==> config.mk <==
export PLATFORM = sky130hd
export DESIGN_NAME = multi_cycle_ctrl
export DESIGN_NICKNAME = d
export VERILOG_FILES = /design/src/rtl/multi_cycle_ctrl.sv
export SDC_FILE = /design/constraint.sdc
export NUM_CORES = 1
export LEC_CHECK = 0
export CAP_MARGIN = 20
export CORE_MARGIN = 2
export CORE_UTILIZATION = 55
export CTS_BUF_LIST = sky130_fd_sc_hd__clkbuf_4 sky130_fd_sc_hd__clkbuf_8
export CTS_CLUSTER_DIAMETER = 60
export CTS_CLUSTER_SIZE = 40
export DETAILED_ROUTE_END_ITERATION = 8
export DONT_BUFFER_PORTS = 1
export PLACE_DENSITY_LB_ADDON = 0.25
export SLEW_MARGIN = 25
export SYNTH_ARGS = -nofsm -noshare
export SYNTH_HDL_FRONTEND = slang
export SYNTH_SLANG_ARGS = --single-unit
==> constraint.sdc <==
create_clock -name clk -period 1.4 [get_ports clk]
set_input_delay 0.28 -clock clk [delete_from_list [all_inputs] [get_ports clk]]
set_output_delay 0.28 -clock clk [all_outputs]
set_load 0.005 [all_outputs]
==> src/rtl/multi_cycle_ctrl.sv <==
// rtl/multi_cycle_ctrl.sv - multi-cycle MIPS-subset control FSM with IF/IW/ID/EX/ST/LD/RDW/WB sequencing
//
// Purpose: sequences fetch, decode, execute, memory and write-back for
//          ADDIU, LW, SW, BNE and SLL; any other opcode retires as a NOP from ID.
// Ports:
//   clk, rst                  clock, synchronous active-high reset
//   opcode[5:0]               IR[31:26], sampled and latched in ID
//   alu_zero                  ALU zero flag, used by BNE in EX
//   inst_req_valid/ready      instruction fetch request handshake
//   inst_valid                instruction word present (IW)
//   mem_req_ready             data memory accepted LW/SW request
//   rdata_valid               LW read data present (RDW)
//   pc_write, ir_write, reg_write, mem_read, mem_write, mem_to_reg,
//   reg_dst, alu_src          datapath enables/selects
//   alu_op[11:0]              one-hot ALU select: bit0 add, bit1 sub, bit8 sll
//   write_strb[3:0]           constant 4'b1111
//   state[3:0]                current FSM state code
// Configuration macro CTRL_PERF_CNT_EN adds cycle_cnt[31:0] and inst_cnt[31:0].

module multi_cycle_ctrl (
    input  logic        clk,
    input  logic        rst,
    input  logic [5:0]  opcode,
    input  logic        alu_zero,
    output logic        inst_req_valid,
    input  logic        inst_req_ready,
    input  logic        inst_valid,
    input  logic        mem_req_ready,
    input  logic        rdata_valid,
    output logic        pc_write,
    output logic        ir_write,
    output logic        reg_write,
    output logic        mem_read,
    output logic        mem_write,
    output logic        mem_to_reg,
    output logic        reg_dst,
    output logic        alu_src,
    output logic [11:0] alu_op,
`ifdef CTRL_PERF_CNT_EN
    output logic [31:0] cycle_cnt,
    output logic [31:0] inst_cnt,
`endif
    output logic [3:0]  write_strb,
    output logic [3:0]  state
);

    typedef enum logic [3:0] {
        S_INIT = 4'd0,
        S_IF   = 4'd1,
        S_IW   = 4'd2,
        S_ID   = 4'd3,
        S_EX   = 4'd4,
        S_ST   = 4'd5,
        S_LD   = 4'd6,
        S_RDW  = 4'd7,
        S_WB   = 4'd8
    } state_t;

    localparam logic [5:0]  OP_SLL   = 6'b000000;
    localparam logic [5:0]  OP_BNE   = 6'b000101;
    localparam logic [5:0]  OP_ADDIU = 6'b001001;
    localparam logic [5:0]  OP_LW    = 6'b100011;
    localparam logic [5:0]  OP_SW    = 6'b101011;

    localparam logic [11:0] ALU_ADD  = 12'h001;
    localparam logic [11:0] ALU_SUB  = 12'h002;
    localparam logic [11:0] ALU_SLL  = 12'h100;

    state_t     state_q, state_d;
    logic [5:0] op_q, op_d;
    logic       retire;

    always_ff @(posedge clk) begin
        if (rst) begin
            state_q <= S_INIT;
            op_q    <= 6'd0;
        end else begin
            state_q <= state_d;
            op_q    <= op_d;
        end
    end

    always_comb begin
        state_d        = state_q;
        op_d           = op_q;
        inst_req_valid = 1'b0;
        pc_write       = 1'b0;
        ir_write       = 1'b0;
        reg_write      = 1'b0;
        mem_read       = 1'b0;
        mem_write      = 1'b0;
        mem_to_reg     = 1'b0;
        reg_dst        = 1'b0;
        alu_src        = 1'b0;
        alu_op         = 12'd0;
        retire         = 1'b0;
        case (state_q)
            S_INIT: state_d = S_IF;
            S_IF: begin
                inst_req_valid = 1'b1;
                if (inst_req_ready) state_d = S_IW;
            end
            S_IW: begin
                // Instruction capture and PC+4 happen in the cycle the word arrives.
                if (inst_valid) begin
                    ir_write = 1'b1;
                    pc_write = 1'b1;
                    alu_op   = ALU_ADD;
                    state_d  = S_ID;
                end
            end
            S_ID: begin
                op_d = opcode;
                case (opcode)
                    OP_ADDIU, OP_LW, OP_SW, OP_BNE, OP_SLL: state_d = S_EX;
                    default: begin
                        state_d = S_IF;
                        retire  = 1'b1;
                    end
                endcase
            end
            S_EX: begin
                case (op_q)
                    OP_ADDIU: begin alu_op = ALU_ADD; alu_src = 1'b1; state_d = S_WB; end
                    OP_LW:    begin alu_op = ALU_ADD; alu_src = 1'b1; state_d = S_LD; end
                    OP_SW:    begin alu_op = ALU_ADD; alu_src = 1'b1; state_d = S_ST; end
                    OP_SLL:   begin alu_op = ALU_SLL; alu_src = 1'b1; state_d = S_WB; end
                    OP_BNE: begin
                        alu_op   = ALU_SUB;
                        pc_write = ~alu_zero;
                        state_d  = S_IF;
                        retire   = 1'b1;
                    end
                    default: state_d = S_IF;
                endcase
            end
            S_ST: begin
                mem_write = 1'b1;
                alu_op    = ALU_ADD;
                if (mem_req_ready) begin
                    state_d = S_IF;
                    retire  = 1'b1;
                end
            end
            S_LD: begin
                mem_read = 1'b1;
                alu_op   = ALU_ADD;
                if (mem_req_ready) state_d = S_RDW;
            end
            S_RDW: begin
                if (rdata_valid) state_d = S_WB;
            end
            S_WB: begin
                reg_write  = 1'b1;
                mem_to_reg = (op_q == OP_LW);
                reg_dst    = (op_q == OP_ADDIU) || (op_q == OP_LW);
                state_d    = S_IF;
                retire     = 1'b1;
            end
            default: state_d = S_INIT;
        endcase
    end

    assign write_strb = 4'b1111;
    assign state      = state_q;

`ifdef CTRL_PERF_CNT_EN
    logic [31:0] cycle_cnt_q, cycle_cnt_d;
    logic [31:0] inst_cnt_q, inst_cnt_d;

    always_comb begin
        cycle_cnt_d = cycle_cnt_q + 32'd1;
        inst_cnt_d  = inst_cnt_q + {31'd0, retire};
    end

    always_ff @(posedge clk) begin
        if (rst) begin
            cycle_cnt_q <= 32'd0;
            inst_cnt_q  <= 32'd0;
        end else begin
            cycle_cnt_q <= cycle_cnt_d;
            inst_cnt_q  <= inst_cnt_d;
        end
    end

    assign cycle_cnt = cycle_cnt_q;
    assign inst_cnt  = inst_cnt_q;
`else
    logic unused_retire;
    assign unused_retire = retire;
`endif

endmodule

==> results.md, run 1 <==
- Sequential area share after synthesis: 22.7%
- Stopping stage: clock tree synthesis
- H-tree levels: 1
- Mux cell area share after synthesis: 9.07%
- Cell Area, Synth: 883 µm²
- Simple-Gate Fraction of Synth Area: 33.3%
- Total CTS buffers: 3
- Number of distinct library cells after synthesis: 37
- Hold_buf cts: 0
- Port buffer count: 0
- Share of the synthesized area in the top cell type: 22.7%
- DP HPWL: 1860 µm
- Synth Flop Type: dfxtp_1
- Yosys warns: 0
- Synth Area in Compound Gates: 16.3%
- Initial Util: 58.6%
- Avg Cell Area, Syn: 7.24 µm²
- Root buffer cell: clkbuf_4
- RD Place Congestion: 0.885
- Area leader, netlist: dfxtp_1
- Die Y: 44.1 µm
- Status: did not finish
- EDFF count, synth: 0
- Error: [ERROR DPL-0033] detailed placement checks failed during check placement.
- Largest family of logic cells by synthesized area: simple AND/OR/NAND/NOR gates
- Ys async rst share: 0%
- Seq cells post-synth: 10
- Synth area leaders: dfxtp_1, buf_4, mux2i_1, nor2_1, nand2_1
- Postcts setup bufs: 11
- Post-synthesis instance total: 122
- I/O pins: 42
- TritonCTS Sinks: 10
- CTS resizes: 58
- Maximum clock insertion buffer count: 2
- Adder-cell share of the synthesized area: 0%
- Row count: 14
- Synth Area in XOR/XNOR: 1.98%
- Die W: 44.1 µm
[cells by family after synthesis]
family / Yosys count
multiplexers: 8
flip-flops: 10
other: 2
XOR/XNOR: 2
AO/OA/AOI/OAI: 21
AND/OR/NAND/NOR: 56
buffers and inverters: 23
[synth_stat cells (all sizes together) (2+ instances only)]
cell	number
nand2	10
and3	3
a21oi	6
dfxtp	10
inv	4
a21o	2
nand2b	4
nor2	18
nor3	6
clkbuf	2
o21ai	4
and4b	2
buf	17
nand3	4
or3	2
nor4b	2
conb	2
mux2i	8
or3b	2
a31oi	2
[metrics by stage]
step / instances / TNS (ps) / setup WS, ps / util (%) / area [µm²]
after global placement: 166 / -263 / -63.2 / 74.2 / 1120
after detailed placement: 166 / -557 / -99.2 / 74.2 / 1120
after floorplan: 133 / -15.8 / -15.3 / - / 980
==> run 2: changes to the inputs <==
==> config.mk (replaced) <==
export PLATFORM = sky130hd
export DESIGN_NAME = multi_cycle_ctrl
export DESIGN_NICKNAME = d
export VERILOG_FILES = /design/src/rtl/multi_cycle_ctrl.sv
export SDC_FILE = /design/constraint.sdc
export NUM_CORES = 1
export LEC_CHECK = 0
export CAP_MARGIN = 20
export CORE_AREA = 2 2 63 65
export DETAILED_ROUTE_END_ITERATION = 8
export DIE_AREA = 0 0 65 67
export DONT_BUFFER_PORTS = 1
export PLACE_DENSITY_LB_ADDON = 0.15
export SLEW_MARGIN = 25
export SYNTH_ARGS = -nofsm -noshare
export SYNTH_HDL_FRONTEND = slang
export SYNTH_SLANG_ARGS = --single-unit
==> constraint.sdc (replaced) <==
create_clock -name clk -period 1.8 [get_ports clk]
set_input_delay 0.36 -clock clk [delete_from_list [all_inputs] [get_ports clk]]
set_output_delay 0.36 -clock clk [all_outputs]
set_load 0.005 [all_outputs]
==> results.md, run 2 <==
- Number of remaining DRC errors: 0
- RD Place Congestion: 0.824 (-6.9%)
- TritonCTS Sinks: 10 (unchanged)
- Synth Area in Compound Gates: 16.3% (unchanged)
- I/O pins: 42 (unchanged)
- Largest net degree at the start of global routing: 10
- Max reg flops: 6
- Min-delay worst type: in -> reg
- VDD IR-drop max: 0.000419 V
- WP data arrival: 1390 ps
- Area leader, netlist: dfxtp_1
- Reg2reg start: state[1]
- Layout cells sized above 1: 28.7%
- Simple-Gate Fraction of Synth Area: 33.3% (unchanged)
- Worst hold path cell count: 1
- Ys async rst share: 0% (unchanged)
- Largest family of logic cells by synthesized area: simple AND/OR/NAND/NOR gates
- Most frequent cells after synthesis: nor2_1, buf_4, dfxtp_1, nand2_1, mux2i_1
- Root buffer cell: clkbuf_8
- Sequential area share after synthesis: 22.7% (unchanged)
- CP required: 1440 ps
- Synth area leaders: dfxtp_1, buf_4, mux2i_1, nor2_1, nand2_1
- Yosys warns: 0 (unchanged)
- Synth Flop Type: dfxtp_1
- TritonRoute pass-1 iters: 4
- Adder-cell share of the synthesized area: 0% (unchanged)
- GRT overflow: 0
- Final hold violation count: 0
- Clock Latency Late Sink: 230 ps
- Share of the synthesized area in the top cell type: 22.7% (unchanged)
- Avg Cell Area, Syn: 7.24 µm² (unchanged)
- Row count: 22 (+8)
- Cell Area, Synth: 883 µm² (unchanged)
- Most frequent cells in the layout: nor2_1, conb_1, buf_4
- Length in cells of the worst reg-to-reg path: 6
- CTS tree: yes
- Setup violators final: 0
- Crit end category: output port
- Max Fanout on Critical Path: 4
- Count leader, synth: nor2_1
- Top reg by flops: op_q
- Total track usage: 11.8%
- Die W: 65 µm (+47%)
- Most common cell after layout, fill and taps aside: nor2_1
- Core area: 3610 µm²
- Clock slew at reported path FFs: 50 ps
- Setup_tns: 0 ps
- Area growth syn-to-layout: 19.8%
- First-pass GRT wire length: 3900 µm
- Port buffer count: 0 (unchanged)
- Total CTS buffers: 3 (unchanged)
- Synth Area in XOR/XNOR: 1.98% (unchanged)
- Hold_sp: rst
- EDFF count, synth: 0 (unchanged)
- Worst setup path class: reg -> out
- Unrepaired setup endpoints after global routing: no
- Leak: 0.417 nW
- Seq cells post-synth: 10 (unchanged)
- Vias in the first global route: 841
- Critical path origin: op_q[4]
- Initial antenna violation count: 0
- Slew Limit Fails: 0
- Die Y: 67 µm (+52%)
- Clock Skew: 0.933 ps
- Vias/cell: 4.71
- Min Tclk post-route: 1750 ps
- Initial Util: 24.5% (-34 points)
- Status: completed
- PD cells: 1080 nW/µm²
- H-tree levels: 1 (unchanged)
- Fill cells: 411
- Die Area: 4360 µm²
- Number of distinct library cells after synthesis: 37 (unchanged)
- Diode count: 0
- Max-cap check violation count: 0
- Detailed Route WL: 2350 µm
- DP HPWL: 1930 µm (+3.5%)
- Mux cell area share after synthesis: 9.07% (unchanged)
- 1st-iter DRT viols: 29
- Post-synthesis instance total: 122 (unchanged)
- CP Launch Type: register
- Vias: 834
- Final #Nets: 143
- Wirelength per Cell: 13.3 µm
- Fmax: 570 MHz
- DRT antenna net count: 0
- Final period util: 97.5%
- Post-layout util: 29.4%
- Maximum clock insertion buffer count: 2 (unchanged)
==> run 2: cell counts after synthesis <==
Identical to the previous run, type by type.
==> run 2: repair_timing <==
action	CTS	global route
setup buffers	1	0
hold buffers	0	0
gates resized for setup	15	8
pin swaps	2	3
endpoints found under the setup margin	6	4
==> run 2: cell type report <==
class / count / area (µm²) / area share, %
Clock buffer: 4 / 55.1 / 5.20
Inverter: 4 / 15.0 / 1.42
Multi-Input combinational cell: 100 / 632 / 59.7
Sequential cell: 10 / 214 / 20.2
Tap cell: 48 / 60.1 / 5.67
Timing Repair Buffer: 11 / 82.6 / 7.80
==> run 2: cells by family after synthesis <==
| kind of cell | Yosys count |
|---|---|
| buffers and inverters | 23 |
| other | 2 |
| DFF | 10 |
| AOI/OAI and AO/OA | 21 |
| muxes | 8 |
| and+or+nand+nor | 56 |
| xor gates and xnor gates | 2 |
==> run 2: final timing paths <==
path                                   end  slack [ps]
worst min register to register     op_q[0]         540
worst min-delay path              state[0]         180
worst max register to register    state[1]         200
worst max-delay path            mem_to_reg          50
==> run 2: layer usage <==
metal / up-vias / wire (µm) / track usage, % / share of wire, %
met2: 32 / 1050 / 19.1 / 45
met3: 2 / 193 / 5.24 / 8.2
met4: 0 / 8 / 3.99 / 0.34
met1: 384 / 1100 / 13.9 / 47
li1: 416 / - / - / -
met5: - / 0 / 0 / 0
==> run 2: metrics by stage <==
| step | hold WS [ps] | instance area, µm² | std cells | setup WS [ps] | power, mW |
|---|---|---|---|---|---|
| floorplan | 503 | 925 | 133 | 188 | 0.695 |
| finish | 181 | 1060 | 177 | 45.5 | 1.15 |
| CTS | 173 | 1030 | 177 | 4.48 | 1.14 |
| global route | 173 | 1060 | 177 | 4.66 | 1.24 |
| detailed placement | 433 | 935 | 172 | 132 | 0.823 |
| global placement | 434 | 935 | 172 | 147 | 0.824 |
==> run 2: report_power, final <==
group          switching (mW)  internal, mW  total [mW]
combinational           0.276         0.248       0.524
sequential             0.0783         0.264       0.342
clock                  0.0888         0.192       0.281
==> run 2: critical path, stage by stage, from the launching register on <==
cell and delay, ps:
dfxtp_1 340, nor2_2 140, nand2_1 110, or3_1 420, nor2_1 160
(Power assumes the default switching activity.)
==> run 3: changes to the inputs <==
--- a/config.mk
+++ b/config.mk
@@ -6,9 +6,9 @@
 export NUM_CORES = 1
 export LEC_CHECK = 0
 export CAP_MARGIN = 20
-export CORE_AREA = 2 2 63 65
+export CORE_AREA = 5 5 66 68
 export DETAILED_ROUTE_END_ITERATION = 8
-export DIE_AREA = 0 0 65 67
+export DIE_AREA = 0 0 71 73
 export DONT_BUFFER_PORTS = 1
 export PLACE_DENSITY_LB_ADDON = 0.15
 export SLEW_MARGIN = 25
==> results.md, run 3 (synthesis gave the netlist of run 2 again) <==
- Final worst setup slack: 28.5 ps (-17.0 ps)
- 1st-iter DRT viols: 43 (+48%)
- Post-layout util: 27.7% (-1.7 points)
- Layout cells sized above 1: 25.6% (-3.1 points)
- Vias in the first global route: 800 (-4.9%)
- CTS tree: yes
- WP data arrival: 1410 ps (+20 ps)
- Detailed Route WL: 2500 µm (+6.3%)
- Initial Util: 23.3% (-1.2 points)
- Number of remaining DRC errors: 0 (unchanged)
- Diode count: 0 (unchanged)
- DRT antenna net count: 0 (unchanged)
- Max reg flops: 6 (unchanged)
- Fmax: 564 MHz (-0.96%)
- Core area: 3800 µm² (+5.3%)
- Seq. cell area: 213 µm² (-0.58%)
- Port buffer count: 0 (unchanged)
- Root buffer cell: clkbuf_8
- Min Tclk post-route: 1770 ps (+17.0 ps)
- Fill cells: 448 (+9.0%)
- Setup violators final: 0 (unchanged)
- Clock slew at reported path FFs: 50 ps (about the same)
- Max Fanout on Critical Path: 4 (unchanged)
- Total Power: 1.13 mW (-1.9%)
- Final hold violation count: 0 (unchanged)
- PD cells: 1070 nW/µm² (-1.3%)
- TritonCTS Sinks: 10 (unchanged)
- Clock Skew: 0.928 ps (-0.00500 ps)
- Worst setup path class: reg -> out
- DP HPWL: 2100 µm (+9.0%)
- Largest net degree at the start of global routing: 14 (+4)
- Total CTS buffers: 3 (unchanged)
- Area growth syn-to-layout: 19.1%
- Die Area: 5180 µm² (+19%)
- Dpl ws: 119 ps (-12.9 ps)
- Area of the multi-input gates: 624 µm² (-1.2%)
- Slew Limit Fails: 0 (unchanged)
- Vias/cell: 4.68 (-0.76%)
- First-pass GRT wire length: 3950 µm (+1.2%)
- Most common cell after layout, fill and taps aside: nor2_1
- Unrepaired setup endpoints after global routing: yes
- Final period util: 98.4% (+0.94 points)
- Wirelength per Cell: 14.0 µm (+5.1%)
- Status: completed
- Initial antenna violation count: 0 (unchanged)
- Die Y: 73 µm (+9.0%)
- GRT overflow: 0 (unchanged)
- CP Launch Type: register
- Max-cap check violation count: 0 (unchanged)
- Die W: 71 µm (+9.2%)
- Design Area, Final: 1050 µm² (-0.59%)
- Min Hold Slack: 182 ps (+0.898 ps)
- CP required: 1440 ps (about the same)
- Setup_tns: 0 ps (unchanged)
- I/O pins: 42 (unchanged)
- TritonRoute pass-1 iters: 6 (+2)
- Row count: 23 (+4.5%)
- Crit end category: output port
- Top reg by flops: op_q
- Most frequent cells in the layout: nor2_1, conb_1, buf_4
- H-tree levels: 1 (unchanged)
- Fin cells: 179 (+1.1%)
- Vias: 837 (+0.36%)
- Leak: 0.413 nW (-0.80%)
- Cell total after placement: 174 (+1.2%)
- Clock Latency Late Sink: 230 ps (about the same)
- Maximum clock insertion buffer count: 2 (unchanged)
- Total track usage: 9.55% (-2.3 points)
- Min-delay worst type: in -> reg
- DP Area: 937 µm² (+0.27%)
- VDD IR-drop max: 0.000355 V (-15%)
- Final #Nets: 143 (unchanged)
- RD Place Congestion: 0.793 (-3.7%)
run 3: cell types whose count changed in the layout (fill, tap and decap cells not counted):
cell,before,now
dfxtp_2,8,4
dfxtp_1,1,4
dfxtp_4,1,2
nand2b_1,3,4
nand2b_4,1,0
run 3: layout make-up:
cell class | count | share of cell area, %
Tap cell | 50 | 5.95
Timing Repair Buffer | 11 | 7.85
Clock buffer | 4 | 5.23
Sequential cell | 10 | 20.2
Inverter | 4 | 1.43
Multi-Input combinational cell | 100 | 59.3
run 3: final timing paths:
kind,from,slack [ps],cells after the start,endpoint
min reg2reg,op_q[3],530,2,op_q[3]
min,rst,180,1,op_q[0]
max,op_q[3],30,4,alu_op[0]
max reg2reg,state[0],160,5,state[2]
run 3: power by group:
part,total (mW),internal (mW),switching [mW]
logic,0.539,0.235,0.304
registers,0.304,0.259,0.0451
clock network,0.283,0.193,0.0907
total,1.13,0.687,0.440
run 3: timing repair:
| action | in CTS | in global routing |
|---|---|---|
| pin swaps | 1 | 4 |
| hold buffers | 0 | 0 |
| resized for setup | 8 | 11 |
| setup buffers | 0 | 1 |
| hold endpoints to repair | 0 | 0 |
| setup endpoints to repair | 5 | 5 |
run 3: layer usage:
layer  global-route usage [%]  up-vias  wire, µm
li1                         -      416         -
met1                     11.7      391      1100
met2                     14.9       30      1130
met3                     5.51        0       273
met4                     1.25        0         0
met5                        0        -         0
run 3: critical path: stages, from the launching register on:
cell	delay [ps]
dfxtp_4	350
or3b_4	410
a21oi_4	180
o21ai_2	70
a21oi_2	160
